$ cat config.mk
export PLATFORM = sky130hd
export DESIGN_NAME = regfile_shadow_flat
export DESIGN_NICKNAME = d
export VERILOG_FILES = /design/src/rtl/regfile_shadow_if.sv /design/src/rtl/regfile_shadow.sv /design/src/flat_wrapper.sv
export SDC_FILE = /design/constraint.sdc
export NUM_CORES = 1
export LEC_CHECK = 0
export BUFFER_PORTS_ARGS = -buffer_cell sky130_fd_sc_hd__buf_2
export CAP_MARGIN = 10
export CELL_PAD_IN_SITES_DETAIL_PLACEMENT = 1
export CELL_PAD_IN_SITES_GLOBAL_PLACEMENT = 1
export CORE_MARGIN = 2
export CORE_UTILIZATION = 50
export CTS_CLUSTER_DIAMETER = 120
export DETAILED_ROUTE_END_ITERATION = 6
export GPL_TIMING_DRIVEN = 0
export PLACE_DENSITY = 0.84
export RECOVER_POWER = 50
export SYNTH_ARGS = -nofsm -noshare
export SYNTH_HDL_FRONTEND = slang
export SYNTH_SLANG_ARGS = --single-unit
$ cat constraint.sdc
create_clock -name Clk -period 3.85 [get_ports Clk]
set_input_delay 0.5775 -clock Clk [delete_from_list [all_inputs] [get_ports Clk]]
set_output_delay 0.5775 -clock Clk [all_outputs]
set_load 0.02 [all_outputs]
$ cat src/rtl/regfile_shadow_if.sv
// Bus between the control unit and the register file: write port, two read
// ports and the Save/Restore handshake.
interface regfile_shadow_if #(
  parameter int W = 8,
  parameter int A = 4
);
  logic         WriteEn;
  logic [A-1:0] Waddr;
  logic [W-1:0] DataIn;
  logic [A-1:0] RaddrA;
  logic [A-1:0] RaddrB;
  logic [W-1:0] DataOutA;
  logic [W-1:0] DataOutB;
  logic         SaveReq;
  logic         RestoreReq;
  logic         Busy;
  logic         Done;
  logic         ShadowValid;

  // Control unit side
  modport master (
    output WriteEn, Waddr, DataIn, RaddrA, RaddrB, SaveReq, RestoreReq,
    input  DataOutA, DataOutB, Busy, Done, ShadowValid
  );

  // Register file side
  modport slave (
    input  WriteEn, Waddr, DataIn, RaddrA, RaddrB, SaveReq, RestoreReq,
    output DataOutA, DataOutB, Busy, Done, ShadowValid
  );
endinterface

$ cat src/rtl/regfile_shadow.sv
// General-purpose register file with two combinational read ports, one
// synchronous write port and a shadow bank for snapshot/rollback sequences.
// A sequence walks one entry per cycle; ordinary writes are dropped while
// a sequence runs, so the control unit must stall on Busy.
module regfile_shadow #(
  parameter int W       = 8,
  parameter int A       = 4,
  parameter int ZERO_R0 = 1,
  parameter int BYPASS  = 1
) (
  input  logic              Clk,
  input  logic              Reset,
  regfile_shadow_if.slave   bus
);

  localparam int N = 1 << A;

  typedef enum logic [1:0] {
    IDLE    = 2'd0,
    SAVE    = 2'd1,
    RESTORE = 2'd2
  } state_t;

  state_t       state_q, state_d;
  logic [A-1:0] idx_q, idx_d;
  logic         busy_q, busy_d;
  logic         done_q, done_d;
  logic         valid_q, valid_d;

  logic [W-1:0] regs_q   [N];
  logic [W-1:0] shadow_q [N];

  logic         wr_ok;
  logic         last_idx;

  // An architectural write lands only when idle and never on a hard-wired R0.
  assign wr_ok    = bus.WriteEn && !busy_q &&
                    !((ZERO_R0 != 0) && (bus.Waddr == '0));
  assign last_idx = (idx_q == {A{1'b1}});

  // Read mux shared by both ports: R0 forced to zero wins over forwarding.
  function automatic logic [W-1:0] read_port(input logic [A-1:0] ra);
    logic [W-1:0] rd;
    rd = regs_q[ra];
    if ((ZERO_R0 != 0) && (ra == '0)) begin
      rd = '0;
    end else if ((BYPASS != 0) && bus.WriteEn && !busy_q && (bus.Waddr == ra)) begin
      rd = bus.DataIn;
    end
    return rd;
  endfunction

  assign bus.DataOutA    = read_port(bus.RaddrA);
  assign bus.DataOutB    = read_port(bus.RaddrB);
  assign bus.Busy        = busy_q;
  assign bus.Done        = done_q;
  assign bus.ShadowValid = valid_q;

  // Sequence control: pick up a request when idle, walk idx, flag completion.
  always_comb begin
    state_d = state_q;
    idx_d   = idx_q;
    done_d  = 1'b0;
    valid_d = valid_q;
    unique case (state_q)
      IDLE: begin
        if (bus.SaveReq) begin
          state_d = SAVE;
          idx_d   = '0;
        end else if (bus.RestoreReq && valid_q) begin
          state_d = RESTORE;
          idx_d   = '0;
        end
      end
      SAVE: begin
        idx_d = idx_q + {{(A-1){1'b0}}, 1'b1};
        if (last_idx) begin
          state_d = IDLE;
          done_d  = 1'b1;
          valid_d = 1'b1;
        end
      end
      RESTORE: begin
        idx_d = idx_q + {{(A-1){1'b0}}, 1'b1};
        if (last_idx) begin
          state_d = IDLE;
          done_d  = 1'b1;
        end
      end
      default: begin
        state_d = IDLE;
      end
    endcase
    busy_d = (state_d != IDLE);
  end

  // Sequence state and registered handshake outputs.
  always_ff @(posedge Clk) begin
    if (Reset) begin
      state_q <= IDLE;
      idx_q   <= '0;
      busy_q  <= 1'b0;
      done_q  <= 1'b0;
      valid_q <= 1'b0;
    end else begin
      state_q <= state_d;
      idx_q   <= idx_d;
      busy_q  <= busy_d;
      done_q  <= done_d;
      valid_q <= valid_d;
    end
  end

  // Register array: restore copy or normal write (mutually exclusive, since
  // writes need Busy low and a restore only runs with Busy high).
  always_ff @(posedge Clk) begin
    if (Reset) begin
      for (int i = 0; i < N; i++) begin
        regs_q[i] <= '0;
      end
    end else begin
      for (int i = 0; i < N; i++) begin
        if ((state_q == RESTORE) && (idx_q == A'(i)) &&
            !((ZERO_R0 != 0) && (i == 0))) begin
          regs_q[i] <= shadow_q[i];
        end else if (wr_ok && (bus.Waddr == A'(i))) begin
          regs_q[i] <= bus.DataIn;
        end
      end
    end
  end

  // Shadow bank: one entry captured per SAVE cycle.
  always_ff @(posedge Clk) begin
    if (Reset) begin
      for (int i = 0; i < N; i++) begin
        shadow_q[i] <= '0;
      end
    end else begin
      for (int i = 0; i < N; i++) begin
        if ((state_q == SAVE) && (idx_q == A'(i))) begin
          shadow_q[i] <= regs_q[i];
        end
      end
    end
  end

endmodule

$ cat src/flat_wrapper.sv
// flat-port wrapper written by rule: the top's interface ports become plain ports
module regfile_shadow_flat 
#(
  parameter int W       = 8,
  parameter int A       = 4,
  parameter int ZERO_R0 = 1,
  parameter int BYPASS  = 1
)
  (Clk, Reset, bus_WriteEn, bus_Waddr, bus_DataIn, bus_RaddrA, bus_RaddrB, bus_SaveReq, bus_RestoreReq, bus_DataOutA, bus_DataOutB, bus_Busy, bus_Done, bus_ShadowValid);
  regfile_shadow_if #(.W(W), .A(A)) bus_i ();
  input  logic Clk;
  input  logic Reset;
  input wire logic [$bits(bus_i.WriteEn)-1:0] bus_WriteEn;
  input wire logic [$bits(bus_i.Waddr)-1:0] bus_Waddr;
  input wire logic [$bits(bus_i.DataIn)-1:0] bus_DataIn;
  input wire logic [$bits(bus_i.RaddrA)-1:0] bus_RaddrA;
  input wire logic [$bits(bus_i.RaddrB)-1:0] bus_RaddrB;
  input wire logic [$bits(bus_i.SaveReq)-1:0] bus_SaveReq;
  input wire logic [$bits(bus_i.RestoreReq)-1:0] bus_RestoreReq;
  output wire logic [$bits(bus_i.DataOutA)-1:0] bus_DataOutA;
  output wire logic [$bits(bus_i.DataOutB)-1:0] bus_DataOutB;
  output wire logic [$bits(bus_i.Busy)-1:0] bus_Busy;
  output wire logic [$bits(bus_i.Done)-1:0] bus_Done;
  output wire logic [$bits(bus_i.ShadowValid)-1:0] bus_ShadowValid;
  assign bus_i.WriteEn = bus_WriteEn;
  assign bus_i.Waddr = bus_Waddr;
  assign bus_i.DataIn = bus_DataIn;
  assign bus_i.RaddrA = bus_RaddrA;
  assign bus_i.RaddrB = bus_RaddrB;
  assign bus_i.SaveReq = bus_SaveReq;
  assign bus_i.RestoreReq = bus_RestoreReq;
  assign bus_DataOutA = bus_i.DataOutA;
  assign bus_DataOutB = bus_i.DataOutB;
  assign bus_Busy = bus_i.Busy;
  assign bus_Done = bus_i.Done;
  assign bus_ShadowValid = bus_i.ShadowValid;
  regfile_shadow #(.W(W), .A(A), .ZERO_R0(ZERO_R0), .BYPASS(BYPASS)) u_core (.Clk(Clk), .Reset(Reset), .bus(bus_i));
endmodule
==> flow_metrics.tcl <==
set metrics [dict create \
    core_region_area_um2 26000 \
    fin_crit_sh_pct 93.8 \
    antenna_left 0 \
    cts.sinks 257 \
    cp-start-kind "input port" \
    clock-root-buffer "clkbuf_16" \
    worst-path-max-fanout 10 \
    crit_type "input port to register" \
    wl_met3_um 5140 \
    top_layer_used "met4" \
    ctsResizeCount 0 \
    clock_skew_ns 0.0107 \
    start_util_pct 50.8 \
    rsz0062_at_grt "no" \
    gp_congestion 1.02 \
    place_ws_ns 0.372 \
    cts_buffers 28 \
    drv_slew 0 \
    remaining_drc_errors 0 \
    ir_worst_vdd_uv 421 \
    ys_warn_count 0 \
    finalHoldViolations 0 \
    hold_path_class "input port to register" \
    detail_route.vias_per_cell 6.99 \
    fp.dieH_um 166 \
    worst_path_largest_cell_delay_ns 0.64 \
    setup_viol 0 \
    diodes 0 \
    std_cell_rows 59 \
    nNetsFinal 1091 \
    multi_input_area_um2 5250 \
    postCtsHoldBufs 0 \
    synth_cell_type_count 53 \
    fin_crit_ns 3.61 \
    syn_avg_cell_area_um2 13.3 \
    cp_common_cell "clkbuf_1" \
    grt_usage_pct 33.7 \
    placed_cell_area_um2 13800 \
    grt_pass1_vias 10022 \
    fin_ws_ns 0.240 \
    finalSetupTns_ns 0 \
    outcome "finished, final reports clean" \
    fmax_mhz 277 \
    area_delta_synth_final_pct 11.0 \
    cts_tree "done" \
    dp_hpwl_um 33100 \
    grt_max_degree 15 \
    htree_levels 1 \
    grt_pass1_wl_um 68200 \
    synth_largest_area_cell "edfxtp_1" \
    overflow 0 \
    clkTransAtPathRegs_ns 0.06 \
    portBuffers 29 \
    leakagePower_nw 5.14 \
    antenna_found_initial 0 \
    fill_cells 2574 \
    end_kind "register" \
    dr.pass1.iters 6 \
    synth_edf_count 248 \
    tightest_slew_ns 1.14 \
    wl_met2_um 21500 \
    synthFlopType "edfxtp_1" \
    vias 9877 \
    dieArea_um2 27700 \
    met1_length_um 16900 \
    wl_per_cell_um 33.3 \
    cts.path.max_buffers 3 \
    ios 44 \
    clk_latency_ns 0.56 \
    cts_setup_buffers 0 \
    path_cells "clkbuf_1, clkbuf_1, clkbuf_1, clkbuf_1, clkbuf_1, o21bai_1" \
    seq_area_frac_synth_pct 57.8 \
    synth_top_area_share_pct 56.4 \
    cp.arrival_ns 3.79 \
    crit_slowest_cell "clkbuf_1" \
    yosys-top-cells-area "edfxtp_1, mux4_2, a22o_1" \
    die_x_um 166 \
    drive_gt1_share_pct 15.7 \
    drt_wl_total_um 47000 \
    drtIter0Drc 1286 \
    synth-seq-cells 257 \
    async_reset_ff_share_pct 0 \
    synth_area_um2 13200 \
    max-cap-violations 0 \
    syn_inst 991 \
    required_ns 4.03 \
    stdcell_area_um2 14700 \
    total_power_mw 6.63 \
    powerDensity_nw_per_um2 452 \
    regArea_um2 7630 \
    slew_headroom_pct 23.6 \
]
[registers in the layout, summed over array words and instances (netlist names)]
signal	cells
u_core.bus.Busy	1
u_core.bus.ShadowValid	1
u_core.state_q	2
u_core.idx_q	4
u_core.shadow_q	120
u_core.bus.Done	1
u_core.regs_q	128
[critical path: cells and delay by family]
family / cells / cell delay, ns
AOI/OAI and AO/OA: 1 / 0.52
buffers and inverters: 5 / 2.68
[routing by layer]
metal / vias to the layer above / GRT usage, %
li1: 3932 / -
met1: 4989 / 43.8
met2: 762 / 52.5
met3: 194 / 7.32
met4: 0 / 20.2
met5: - / 0
[Yosys cell counts (4+ instances only)]
| library cell | instances |
|---|---|
| edfxtp_1 | 248 |
| or3_1 | 8 |
| a21oi_1 | 13 |
| dfxtp_1 | 9 |
| buf_2 | 20 |
| nand2_1 | 83 |
| clkbuf_1 | 40 |
| nor3_2 | 8 |
| buf_1 | 13 |
| nor3_1 | 13 |
| and2_1 | 76 |
| inv_1 | 6 |
| o21ai_0 | 50 |
| a31o_2 | 6 |
| ha_1 | 9 |
| nor2b_1 | 62 |
| a22oi_1 | 28 |
| o21ai_1 | 4 |
| nand2b_1 | 53 |
| and3_1 | 11 |
| a22o_1 | 88 |
| o21bai_1 | 8 |
| mux4_2 | 64 |
| nor2_1 | 24 |
[cell families after synthesis]
family,Yosys count,synth area share (%)
multiplexers,67,11.2
buffers and inverters,81,2.58
AO/OA/AOI/OAI,216,12.1
other,1,0.0284
adder cells (fa/ha/maj),9,0.853
AND/OR/NAND/NOR,354,15.1
flip-flops,257,57.8
XOR/XNOR,6,0.398
[path summary, 6_finish.rpt]
check / slack (ns) / from / endpoint / depth (start not counted)
setup / recovery: 0.24 / Reset / u_core.shadow_q[0][75]$_SDFFCE_PN0P_ / 6
hold / removal: 0.41 / bus_SaveReq / u_core.state_q[1]$_SDFF_PP0_ / 4
setup reg to reg: 0.69 / u_core.state_q[0]$_SDFF_PP0_ / u_core.regs_q[3][6]$_SDFFCE_PN0P_ / 7
hold reg to reg: 0.53 / u_core.shadow_q[0][31]$_SDFFCE_PN0P_ / u_core.regs_q[3][7]$_SDFFCE_PN0P_ / 1
[per-stage QoR]
stage               hold WS, ns  utilization [%]  cells
floorplan                 0.507                -    998
global placement          0.514             53.1   1362
detailed placement        0.520             53.1   1362
CTS                       0.411             56.5   1414
global route              0.433             56.4   1414
finish                    0.411             56.4   1414
[cell usage in the layout (no fill, tap or decap), drive strengths merged, types with 9 or more instances in the layout]
master / count
edfxtp: 248
a22o: 88
nand2: 83
and2: 77
clkbuf: 76
mux4: 64
nor2b: 62
buf: 57
o21ai: 54
nand2b: 53
a22oi: 28
nor2: 24
nor3: 21
clkinv: 18
a21oi: 14
and3: 11
ha: 9
dfxtp: 9
or3: 9
[area by class of cell]
| class | count | share of cell area [%] |
|---|---|---|
| well taps | 335 | 2.86 |
| multi-input cells | 660 | 35.8 |
| clock inverters | 23 | 1.20 |
| clock buffers | 29 | 4.81 |
| plain buffers | 75 | 2.14 |
| repair buffers | 29 | 0.956 |
| flip-flops and latches | 257 | 52.1 |
| inverters | 6 | 0.154 |
[report_power, final]
part / total (mW) / leakage (nW) / switching (mW) / internal, mW
Sequential: 3.33 / 2.63 / 0.121 / 3.21
Clock: 2.63 / 0.432 / 1.17 / 1.46
Combinational: 0.662 / 2.08 / 0.423 / 0.239
Power figures use the tool's default switching activity.
